==> src/rtl/ps2_key_input_pkg.sv <==
// Shared constants, frame FSM states and parity helper for the PS/2 key receiver.
package ps2_key_input_pkg;

    localparam logic [7:0] PS2_PREFIX_EXT = 8'hE0;
    localparam logic [7:0] PS2_PREFIX_BRK = 8'hF0;
    localparam logic [7:0] PS2_UP_CODE    = 8'h29;  // space bar
    localparam logic [7:0] PS2_MODE_CODE  = 8'h3A;  // "M"

    typedef enum logic [1:0] {
        IDLE   = 2'd0,
        DATA   = 2'd1,
        PARITY = 2'd2,
        STOP   = 2'd3
    } ps2_state_e;

    // PS/2 uses odd parity over the 8 data bits plus the parity bit.
    function automatic logic ps2_parity_ok(input logic [7:0] d, input logic p);
        return ^{d, p};
    endfunction

endpackage

==> src/rtl/ps2_key_input_if.sv <==
// PS/2 pins inward, decoded key events outward.
interface ps2_key_input_if;
    logic       ps2_clk;
    logic       ps2_data;
    logic [7:0] code;
    logic       code_valid;
    logic       is_break;
    logic       is_extended;
    logic       up_pulse;
    logic       up_held;
    logic       mode_toggle;
    logic       frame_err;

    // Keyboard side: drives the pins, observes the decoded events.
    modport master (
        output ps2_clk, ps2_data,
        input  code, code_valid, is_break, is_extended,
        input  up_pulse, up_held, mode_toggle, frame_err
    );

    // Receiver side.
    modport slave (
        input  ps2_clk, ps2_data,
        output code, code_valid, is_break, is_extended,
        output up_pulse, up_held, mode_toggle, frame_err
    );
endinterface

==> src/rtl/ps2_line_filter.sv <==
// Synchronizes both PS/2 pins, deglitches ps2_clk and flags its falling edges.
module ps2_line_filter #(
    parameter int FILTER_LEN = 8
) (
    input  logic clk,
    input  logic rst,
    input  logic ps2_clk_i,
    input  logic ps2_data_i,
    output logic data_o,
    output logic fe_o
);

    localparam int CW = (FILTER_LEN > 1) ? $clog2(FILTER_LEN) : 1;

    logic [1:0]    clk_sync_q, data_sync_q;
    logic          filt_q, filt_d, prev_q;
    logic [CW-1:0] cnt_q, cnt_d;

    // Filtered level flips only after FILTER_LEN consecutive samples disagree with it.
    always_comb begin
        filt_d = filt_q;
        cnt_d  = '0;
        if (clk_sync_q[1] != filt_q) begin
            if (cnt_q == CW'(FILTER_LEN - 1)) begin
                filt_d = clk_sync_q[1];
            end else begin
                cnt_d = cnt_q + 1'b1;
            end
        end
    end

    // Synchronizers, filter state and previous filtered level; idle bus is high.
    always_ff @(posedge clk) begin
        if (!rst) begin
            clk_sync_q  <= 2'b11;
            data_sync_q <= 2'b11;
            filt_q      <= 1'b1;
            prev_q      <= 1'b1;
            cnt_q       <= '0;
        end else begin
            clk_sync_q  <= {clk_sync_q[0], ps2_clk_i};
            data_sync_q <= {data_sync_q[0], ps2_data_i};
            filt_q      <= filt_d;
            prev_q      <= filt_q;
            cnt_q       <= cnt_d;
        end
    end

    assign fe_o   = prev_q & ~filt_q;
    assign data_o = data_sync_q[1];

endmodule

==> src/rtl/ps2_key_input.sv <==
// PS/2 frame receiver, prefix stripper and flap/mode key mapper.
module ps2_key_input
    import ps2_key_input_pkg::*;
#(
    parameter int         FILTER_LEN     = 8,
    parameter int         TIMEOUT_CYCLES = 100000,
    parameter logic [7:0] UP_CODE        = PS2_UP_CODE,
    parameter logic [7:0] MODE_CODE      = PS2_MODE_CODE
) (
    input  logic           clk,
    input  logic           rst,
    ps2_key_input_if.slave bus
);

    localparam int TW = $clog2(TIMEOUT_CYCLES + 1);

    logic          fe, din;
    ps2_state_e    state_q, state_d;
    logic [2:0]    bitcnt_q, bitcnt_d;
    logic [7:0]    shift_q, shift_d;
    logic          par_q, par_d;
    logic [TW-1:0] tmo_q, tmo_d;
    logic          ext_q, ext_d, brk_q, brk_d;
    logic          up_held_q, up_held_d, mode_held_q, mode_held_d;
    logic [7:0]    code_q, code_d;
    logic          cv_q, cv_d, isb_q, isb_d, ise_q, ise_d;
    logic          upp_q, upp_d, mtg_q, mtg_d, err_q, err_d;

    ps2_line_filter #(.FILTER_LEN(FILTER_LEN)) u_filt (
        .clk       (clk),
        .rst       (rst),
        .ps2_clk_i (bus.ps2_clk),
        .ps2_data_i(bus.ps2_data),
        .data_o    (din),
        .fe_o      (fe)
    );

    // Frame FSM, timeout watchdog, prefix tracking and key mapping.
    always_comb begin
        state_d     = state_q;
        bitcnt_d    = bitcnt_q;
        shift_d     = shift_q;
        par_d       = par_q;
        tmo_d       = '0;
        ext_d       = ext_q;
        brk_d       = brk_q;
        up_held_d   = up_held_q;
        mode_held_d = mode_held_q;
        code_d      = code_q;
        isb_d       = isb_q;
        ise_d       = ise_q;
        cv_d        = 1'b0;
        upp_d       = 1'b0;
        mtg_d       = 1'b0;
        err_d       = 1'b0;
        if (fe) begin
            // An edge always wins over a coincident timeout.
            unique case (state_q)
                IDLE: begin
                    if (!din) begin
                        state_d  = DATA;
                        bitcnt_d = '0;
                    end
                end
                DATA: begin
                    shift_d  = {din, shift_q[7:1]};
                    bitcnt_d = bitcnt_q + 3'd1;
                    if (bitcnt_q == 3'd7) state_d = PARITY;
                end
                PARITY: begin
                    par_d   = din;
                    state_d = STOP;
                end
                STOP: begin
                    state_d = IDLE;
                    if (ps2_parity_ok(shift_q, par_q) && din) begin
                        if (shift_q == PS2_PREFIX_EXT) begin
                            ext_d = 1'b1;
                        end else if (shift_q == PS2_PREFIX_BRK) begin
                            brk_d = 1'b1;
                        end else begin
                            cv_d   = 1'b1;
                            code_d = shift_q;
                            isb_d  = brk_q;
                            ise_d  = ext_q;
                            ext_d  = 1'b0;
                            brk_d  = 1'b0;
                            // Extended codes never map, even with a matching low byte.
                            if (!ext_q && shift_q == UP_CODE) begin
                                if (brk_q) begin
                                    up_held_d = 1'b0;
                                end else if (!up_held_q) begin
                                    upp_d     = 1'b1;
                                    up_held_d = 1'b1;
                                end
                            end
                            if (!ext_q && shift_q == MODE_CODE) begin
                                if (brk_q) begin
                                    mode_held_d = 1'b0;
                                end else if (!mode_held_q) begin
                                    mtg_d       = 1'b1;
                                    mode_held_d = 1'b1;
                                end
                            end
                        end
                    end else begin
                        err_d = 1'b1;
                        ext_d = 1'b0;
                        brk_d = 1'b0;
                    end
                end
                default: state_d = IDLE;
            endcase
        end else if (state_q != IDLE) begin
            if (tmo_q == TW'(TIMEOUT_CYCLES)) begin
                err_d   = 1'b1;
                state_d = IDLE;
                ext_d   = 1'b0;
                brk_d   = 1'b0;
            end else begin
                tmo_d = tmo_q + 1'b1;
            end
        end
    end

    // State and output registers; reset drops any partial frame.
    always_ff @(posedge clk) begin
        if (!rst) begin
            state_q     <= IDLE;
            bitcnt_q    <= '0;
            shift_q     <= '0;
            par_q       <= 1'b0;
            tmo_q       <= '0;
            ext_q       <= 1'b0;
            brk_q       <= 1'b0;
            up_held_q   <= 1'b0;
            mode_held_q <= 1'b0;
            code_q      <= '0;
            cv_q        <= 1'b0;
            isb_q       <= 1'b0;
            ise_q       <= 1'b0;
            upp_q       <= 1'b0;
            mtg_q       <= 1'b0;
            err_q       <= 1'b0;
        end else begin
            state_q     <= state_d;
            bitcnt_q    <= bitcnt_d;
            shift_q     <= shift_d;
            par_q       <= par_d;
            tmo_q       <= tmo_d;
            ext_q       <= ext_d;
            brk_q       <= brk_d;
            up_held_q   <= up_held_d;
            mode_held_q <= mode_held_d;
            code_q      <= code_d;
            cv_q        <= cv_d;
            isb_q       <= isb_d;
            ise_q       <= ise_d;
            upp_q       <= upp_d;
            mtg_q       <= mtg_d;
            err_q       <= err_d;
        end
    end

    assign bus.code        = code_q;
    assign bus.code_valid  = cv_q;
    assign bus.is_break    = isb_q;
    assign bus.is_extended = ise_q;
    assign bus.up_pulse    = upp_q;
    assign bus.up_held     = up_held_q;
    assign bus.mode_toggle = mtg_q;
    assign bus.frame_err   = err_q;

endmodule

==> src/flat_wrapper.sv <==
// flat-port wrapper written by rule: the top's interface ports become plain ports
module ps2_key_input_flat import ps2_key_input_pkg::*;
#(
    parameter int         FILTER_LEN     = 8,
    parameter int         TIMEOUT_CYCLES = 100000,
    parameter logic [7:0] UP_CODE        = PS2_UP_CODE,
    parameter logic [7:0] MODE_CODE      = PS2_MODE_CODE
)
  (clk, rst, bus_ps2_clk, bus_ps2_data, bus_code, bus_code_valid, bus_is_break, bus_is_extended, bus_up_pulse, bus_up_held, bus_mode_toggle, bus_frame_err);
  ps2_key_input_if bus_i ();
  input  logic clk;
  input  logic rst;
  input wire logic [$bits(bus_i.ps2_clk)-1:0] bus_ps2_clk;
  input wire logic [$bits(bus_i.ps2_data)-1:0] bus_ps2_data;
  output wire logic [$bits(bus_i.code)-1:0] bus_code;
  output wire logic [$bits(bus_i.code_valid)-1:0] bus_code_valid;
  output wire logic [$bits(bus_i.is_break)-1:0] bus_is_break;
  output wire logic [$bits(bus_i.is_extended)-1:0] bus_is_extended;
  output wire logic [$bits(bus_i.up_pulse)-1:0] bus_up_pulse;
  output wire logic [$bits(bus_i.up_held)-1:0] bus_up_held;
  output wire logic [$bits(bus_i.mode_toggle)-1:0] bus_mode_toggle;
  output wire logic [$bits(bus_i.frame_err)-1:0] bus_frame_err;
  assign bus_i.ps2_clk = bus_ps2_clk;
  assign bus_i.ps2_data = bus_ps2_data;
  assign bus_code = bus_i.code;
  assign bus_code_valid = bus_i.code_valid;
  assign bus_is_break = bus_i.is_break;
  assign bus_is_extended = bus_i.is_extended;
  assign bus_up_pulse = bus_i.up_pulse;
  assign bus_up_held = bus_i.up_held;
  assign bus_mode_toggle = bus_i.mode_toggle;
  assign bus_frame_err = bus_i.frame_err;
  ps2_key_input #(.FILTER_LEN(FILTER_LEN), .TIMEOUT_CYCLES(TIMEOUT_CYCLES), .UP_CODE(UP_CODE), .MODE_CODE(MODE_CODE)) u_core (.clk(clk), .rst(rst), .bus(bus_i));
endmodule
==> config.mk <==
export PLATFORM = sky130hd
export DESIGN_NAME = ps2_key_input_flat
export DESIGN_NICKNAME = d
export VERILOG_FILES = /design/src/rtl/ps2_key_input_pkg.sv /design/src/rtl/ps2_key_input_if.sv /design/src/rtl/ps2_line_filter.sv /design/src/rtl/ps2_key_input.sv /design/src/flat_wrapper.sv
export SDC_FILE = /design/constraint.sdc
export NUM_CORES = 1
export LEC_CHECK = 0
export ABC_AREA = 1
export BUFFER_PORTS_ARGS = -buffer_cell sky130_fd_sc_hd__buf_4
export CAP_MARGIN = 10
export CORE_MARGIN = 2
export CORE_UTILIZATION = 60
export DETAILED_ROUTE_END_ITERATION = 7
export HOLD_SLACK_MARGIN = 0.08
export PLACE_DENSITY = 0.86
export SETUP_SLACK_MARGIN = 0.3
export SLEW_MARGIN = 0
export SYNTH_ARGS = -nofsm -noshare
export SYNTH_HDL_FRONTEND = slang
export SYNTH_SLANG_ARGS = --single-unit
==> constraint.sdc <==
create_clock -name clk -period 3 [get_ports clk]
set_input_delay 0.9 -clock clk [delete_from_list [all_inputs] [get_ports clk]]
set_output_delay 0.9 -clock clk [all_outputs]
set_load 0.01 [all_outputs]
# Word level (Yosys, flattened, before mapping)
# Index checks and enable logic that the tools add are counted.
# classes
add_sub_neg,3
reduce_logical,25
eq_ne,17
bitwise_logic,12
muxes,29
# op_table
operator,count
2-to-1 mux 1 bit,21
adder 17 x 1 -> 17 bit (second input constant),1
equality test 17 bit (second input constant),1
equality test 8 x 6 -> 1 bit (second input constant),2
equality test 8 bit (second input constant),2
OR reduction 8 bit,2
AND reduction 4 bit,3
AND reduction 6 bit,2
inverter 1 bit,11
2-to-1 mux 2 bit,5
!= test 3 bit (second input constant),3
XOR reduction 9 bit,1
one-hot mux 2 bit (4 select lines),1
nonzero test 2 bit,4
adder 3 x 1 -> 3 bit (second input constant),2
equality test 3 bit (second input constant),2
one-hot mux 3 bit (2 select lines),1
AND reduction 2 bit,3
AND reduction 5 bit,1
OR reduction 5 bit,1
equality test 2 bit (second input constant),2
!= test 2 bit (second input constant),2
!= test 4 bit (second input constant),1
OR reduction 4 bit,1
9 further kinds,11
# word_totals
output_inout_bits,15
word_cells,107
regBits,58
input_bits,4

# Longest topological paths before layout
# logic_depth
depth_word,6
depth_mapped,13
depth_no_buf,13

# Hierarchy
# A second synthesis with hierarchy kept.
# hier_totals
cells_unflattened,361
hier_area_um2,2805.2
# by_module_without_submodules
mod,cells_each,seq_area_each_um2,area_each_um2,n_inst
ps2_key_input,329,980.9,2492.4,1
ps2_line_filter,32,180.2,312.8,1

# Worst setup path after synthesis
# OpenSTA, ideal clock, no wires.
# synth_path
kind,input -> register
from,input port rst
to,register u_core.tmo_q[5]
t_required_ps,2942
slack_ps,1097
arrival_ps,1845
setup_time_ps,58
path_buffers,1
path_stages,8
cell_sequence,buf_2 > inv_1 > nor2_1 > nand2_1 > a31oi_4 > inv_2 > a21oi_1 > o21a_1
# synth_between
elab_chain_len,2
# synth_rtl
item,line_no,rtl
from (decl),flat_wrapper.sv:12,input logic rst;
inverter 1 bit (no source line),n/a,
OR reduction 4 bit (no source line),n/a,
to (signal assigned),ps2_key_input.sv:150,tmo_q <= tmo_d;
to (decl),ps2_key_input.sv:22,"logic [TW-1:0] tmo_q, tmo_d;"
# Every way passes these cells.
# A chain may end at the register's enable or synchronous reset.

# Worst setup path after layout
# layout_path
from,register u_core.shift_q[3]
to,register u_core.mode_held_q
# layout_between
elab_chain_len,3
word_cells_on_any_way,9
cone_classes,eq/ne (3); bitwise (2); reduce/logical (4)
# layout_rtl
item,line_no,rtl
from (decl),ps2_key_input.sv:20,"logic [7:0] shift_q, shift_d;"
from (signal assigned),ps2_key_input.sv:148,shift_q <= shift_d;
"equality test 8 x 6 -> 1 bit, or another cell as far along",ps2_key_input.sv:97,if (!ext_q && shift_q == MODE_CODE) begin
"logical AND 1 bit, or another cell as far along",ps2_key_input.sv:97,
AND reduction 6 bit (no source line) (*),n/a,
to (signal assigned),ps2_key_input.sv:154,mode_held_q <= mode_held_d;
to (decl),ps2_key_input.sv:24,"logic up_held_q, up_held_d, mode_held_q, mode_held_d;"
# Mark *: on every way between the ends. The rest lies on a longest branch, timed or not.

==> run_results.csv <==
group,metric,value,unit
run_status,status,"finished clean",
pwr,p_clk_share,47.8,%
layout,antenna_cells,0,
timing,slew_viol_final,0,
yosys,async_reset_ff_share,0,%
place,hpwl,3.65,mm
clocking,cts_tree,"yes",
global_routing,grt_first_pass_wirelength,8.74,mm
clocking,root_buffer,"clkbuf_8",
layout,fin_util,70.4,%
pwr,switchingPower,312,µW
timing,grt_setup_unrepaired,"false",
yosys,yosys_warnings,0,
clocking,cts_resized,0,
yosys,synth_cell_types,31,
layout,finalNetCount,396,
timing,hold_ws,0.413,ns
pwr,power.internal,1.21,mW
die,rows,24,
global_routing,grt_max_degree,21,
global_routing,grt_usage,21.9,%
worst_setup_path,cp_top_family,"simple AND/OR/NAND/NOR gates",
timing,fin_crit,1.98,ns
clocking,hold_buffers,0,
worst_setup_path,slowest_stage,"dfxtp_1",
worst_setup_path,worstPathCellList,"inv_2 > nand2_1 > nand2_1 > nand2_1 > nand3_1 > nand2_1 > nand2_1 > nand2_2 > nand4_1 > nor2_1 > nand2_1 > o21ai_0",
detailed_routing,wire_per_inst,11.8,µm
pwr,swShare,20.5,%
yosys,synth_seq_cells,58,
die,dieArea,4990,µm²
detailed_routing,drt_pre_antenna_iters,4,
timing,finClkSkew,0.00690,ns
place,port_buffers,18,
layout,layout_common_cells,"nand2_1, dfxtp_1, inv_1",
timing,hold_viol,0,
clocking,insertion_delay,0.33,ns
timing,fin_crit_sh,65.9,%
worst_setup_path,crit_arrival,2.23,ns
timing,fin_ws,1.02,ns
global_routing,antenna_found_initial,0,
layout,mostFrequentLayoutCell,"nand2_1",
yosys,yosysSeqAreaShare,43.5,%
worst_setup_path,crit_top_cell,"nand2_1",
layout,drive_above_1_share,17.4,%
worst_setup_path,cp-end-kind,"register",
detailed_routing,viasPerCell,5.16,
layout,post-route-cell-area,3040,µm²
detailed_routing,num_vias,2254,
pwr,seqPwrFrac,51.0,%
pwr,power_frac_comb,1.2,%
yosys,synth_nets,373,
detailed_routing,wirelength,5.17,mm
pwr,ir_drop,0.375,mV
detailed_routing,first_iter_violations,128,
die,pin_count,19,
clocking,clock_sinks,58,
pwr,p_leak,1.22,nW
detailed_routing,ant_nets,0,
clocking,clockBufferDepth,2,
pwr,finalPower,1.52,mW
yosys,syn_area,2670,µm²
clocking,cts_buffers,9,
worst_setup_path,max_stage_delay,0.44,ns
global_routing,grt_pass1_vias,2074,
yosys,synth_edf_count,0,
die,start_util,61.7,%
worst_setup_path,crit_buf_inv,1,
yosys,postSynthAreaPerCell,7.47,µm²
timing,tns,0,ns
die,die_y,70.7,µm
job,max_cap_viol_count,0,
worst_setup_path,worst-path-max-fanout,12,
global_routing,grt_overflow_total,0,
worst_setup_path,cp_data_required_time,3.26,ns
timing,tightestPinTransition,0.495,ns
min_path,hp-class,"register to register",
yosys,ys_dominant_reg_cell,"dfxtp_1",
place,dp_slack,0.874,ns
place,placed_cell_area,2840,µm²
clocking,htreeDepth,3,
place,routabilityCongestion,0.912,
clocking,cts_setup_buffers,0,
yosys,netlist_instances,357,
die,fp.dieW,70.7,µm
layout,fin_cells,437,
clocking,clk_pin_slew,0.07,ns
detailed_routing,drc,0,
timing,setup_violations,0,
place,placed_cells,421,
timing,fmax,506,MHz
die,core_area,4320,µm²
timing,slew_headroom,66.9,%
worst_setup_path,crit_type,"register to register",
layout,area_delta_synth_final,14.2,%
worst_setup_path,rrSetupSlack,1.02,ns
worst_setup_path,worst_setup_path_start_kind,"register",
pwr,power_density,499,nW/µm²
-- power by group through the flow --
stage          combinational, mW  clock, mW  sequential [mW]
6_report                  0.0183      0.726            0.775
5_1_grt                   0.0200      0.773            0.775
4_1_cts                   0.0184      0.739            0.775
3_5_place_dp              0.0183          0            0.792
3_3_place_gp              0.0179          0            0.792
2_1_floorplan             0.0135          0            0.791
-- final timing paths --
check,startpoint,endpoint,cells past startpoint
worst max-delay path,u_core.shift_q[3],u_core.mode_held_q,12
worst min-delay path,u_core.u_filt.data_sync_q[0],u_core.u_filt.data_sync_q[1],1
worst max register to register,u_core.shift_q[3],u_core.mode_held_q,12
worst min register to register,u_core.u_filt.data_sync_q[0],u_core.u_filt.data_sync_q[1],1
-- metal layers --
layer | track usage [%] | part of all wire (%) | vias to the layer above
met5 | 0 | 0 | -
met4 | 8.39 | 0.99 | 0
met3 | 5.98 | 3.5 | 6
met2 | 35.8 | 47 | 38
met1 | 27.7 | 48 | 1015
li1 | - | - | 1195
-- layout make-up --
| class | instances | area, µm² |
|---|---|---|
| sequential | 58 | 1160 |
| clock inverter | 4 | 50.0 |
| inverter | 48 | 180 |
| multi-input combinational | 243 | 1280 |
| clock buffer | 12 | 155 |
| timing repair buffer | 20 | 150 |
| fill | 363 | 1280 |
| tap | 52 | 65.1 |
-- worst register-to-register path, cell delays in order, from the launching register on --
cell,delay (ns)
dfxtp_1,0.44
inv_2,0.09
nand2_1,0.07
nand2_1,0.06
nand2_1,0.06
nand3_1,0.09
nand2_1,0.09
nand2_1,0.06
nand2_2,0.11
nand4_1,0.41
nor2_1,0.27
nand2_1,0.09
o21ai_0,0.08
-- kinds of logic after synthesis --
logic type / Yosys count / synth area share (%)
flops: 58 / 43.5
simple gates: 167 / 28.9
fa+ha+maj: 12 / 5.63
buf+inv: 56 / 8.35
compound gates: 62 / 12.9
xor+xnor: 2 / 0.657
-- flip-flops by register name (all words and copies together), names as in the netlist, 2 cells and up --
signal and flops:
u_core.u_filt.cnt_q 3, u_core.state_q 2, u_core.tmo_q 17, u_core.bus.code 8, u_core.u_filt.clk_sync_q 2, u_core.shift_q 8, u_core.u_filt.data_sync_q 2, u_core.bitcnt_q 3
-- cell usage after synthesis, types with 3 or more instances --
master	instances	area, µm²
nand3_1	12	60.1
or2_2	5	31.3
nor2_1	35	131
a21oi_1	34	170
buf_2	4	20.0
clkbuf_1	3	11.3
o21ai_0	13	65.1
nor2_2	4	25.0
inv_2	11	41.3
nand2_1	83	312
o211ai_1	3	22.5
ha_1	12	150
dfxtp_1	58	1160
nor3_1	4	20.0
nand4_1	9	56.3
o21ai_1	7	35.0
inv_1	37	139
nor3_2	4	40.0
No activity file was read; power rests on OpenSTA's default activity.
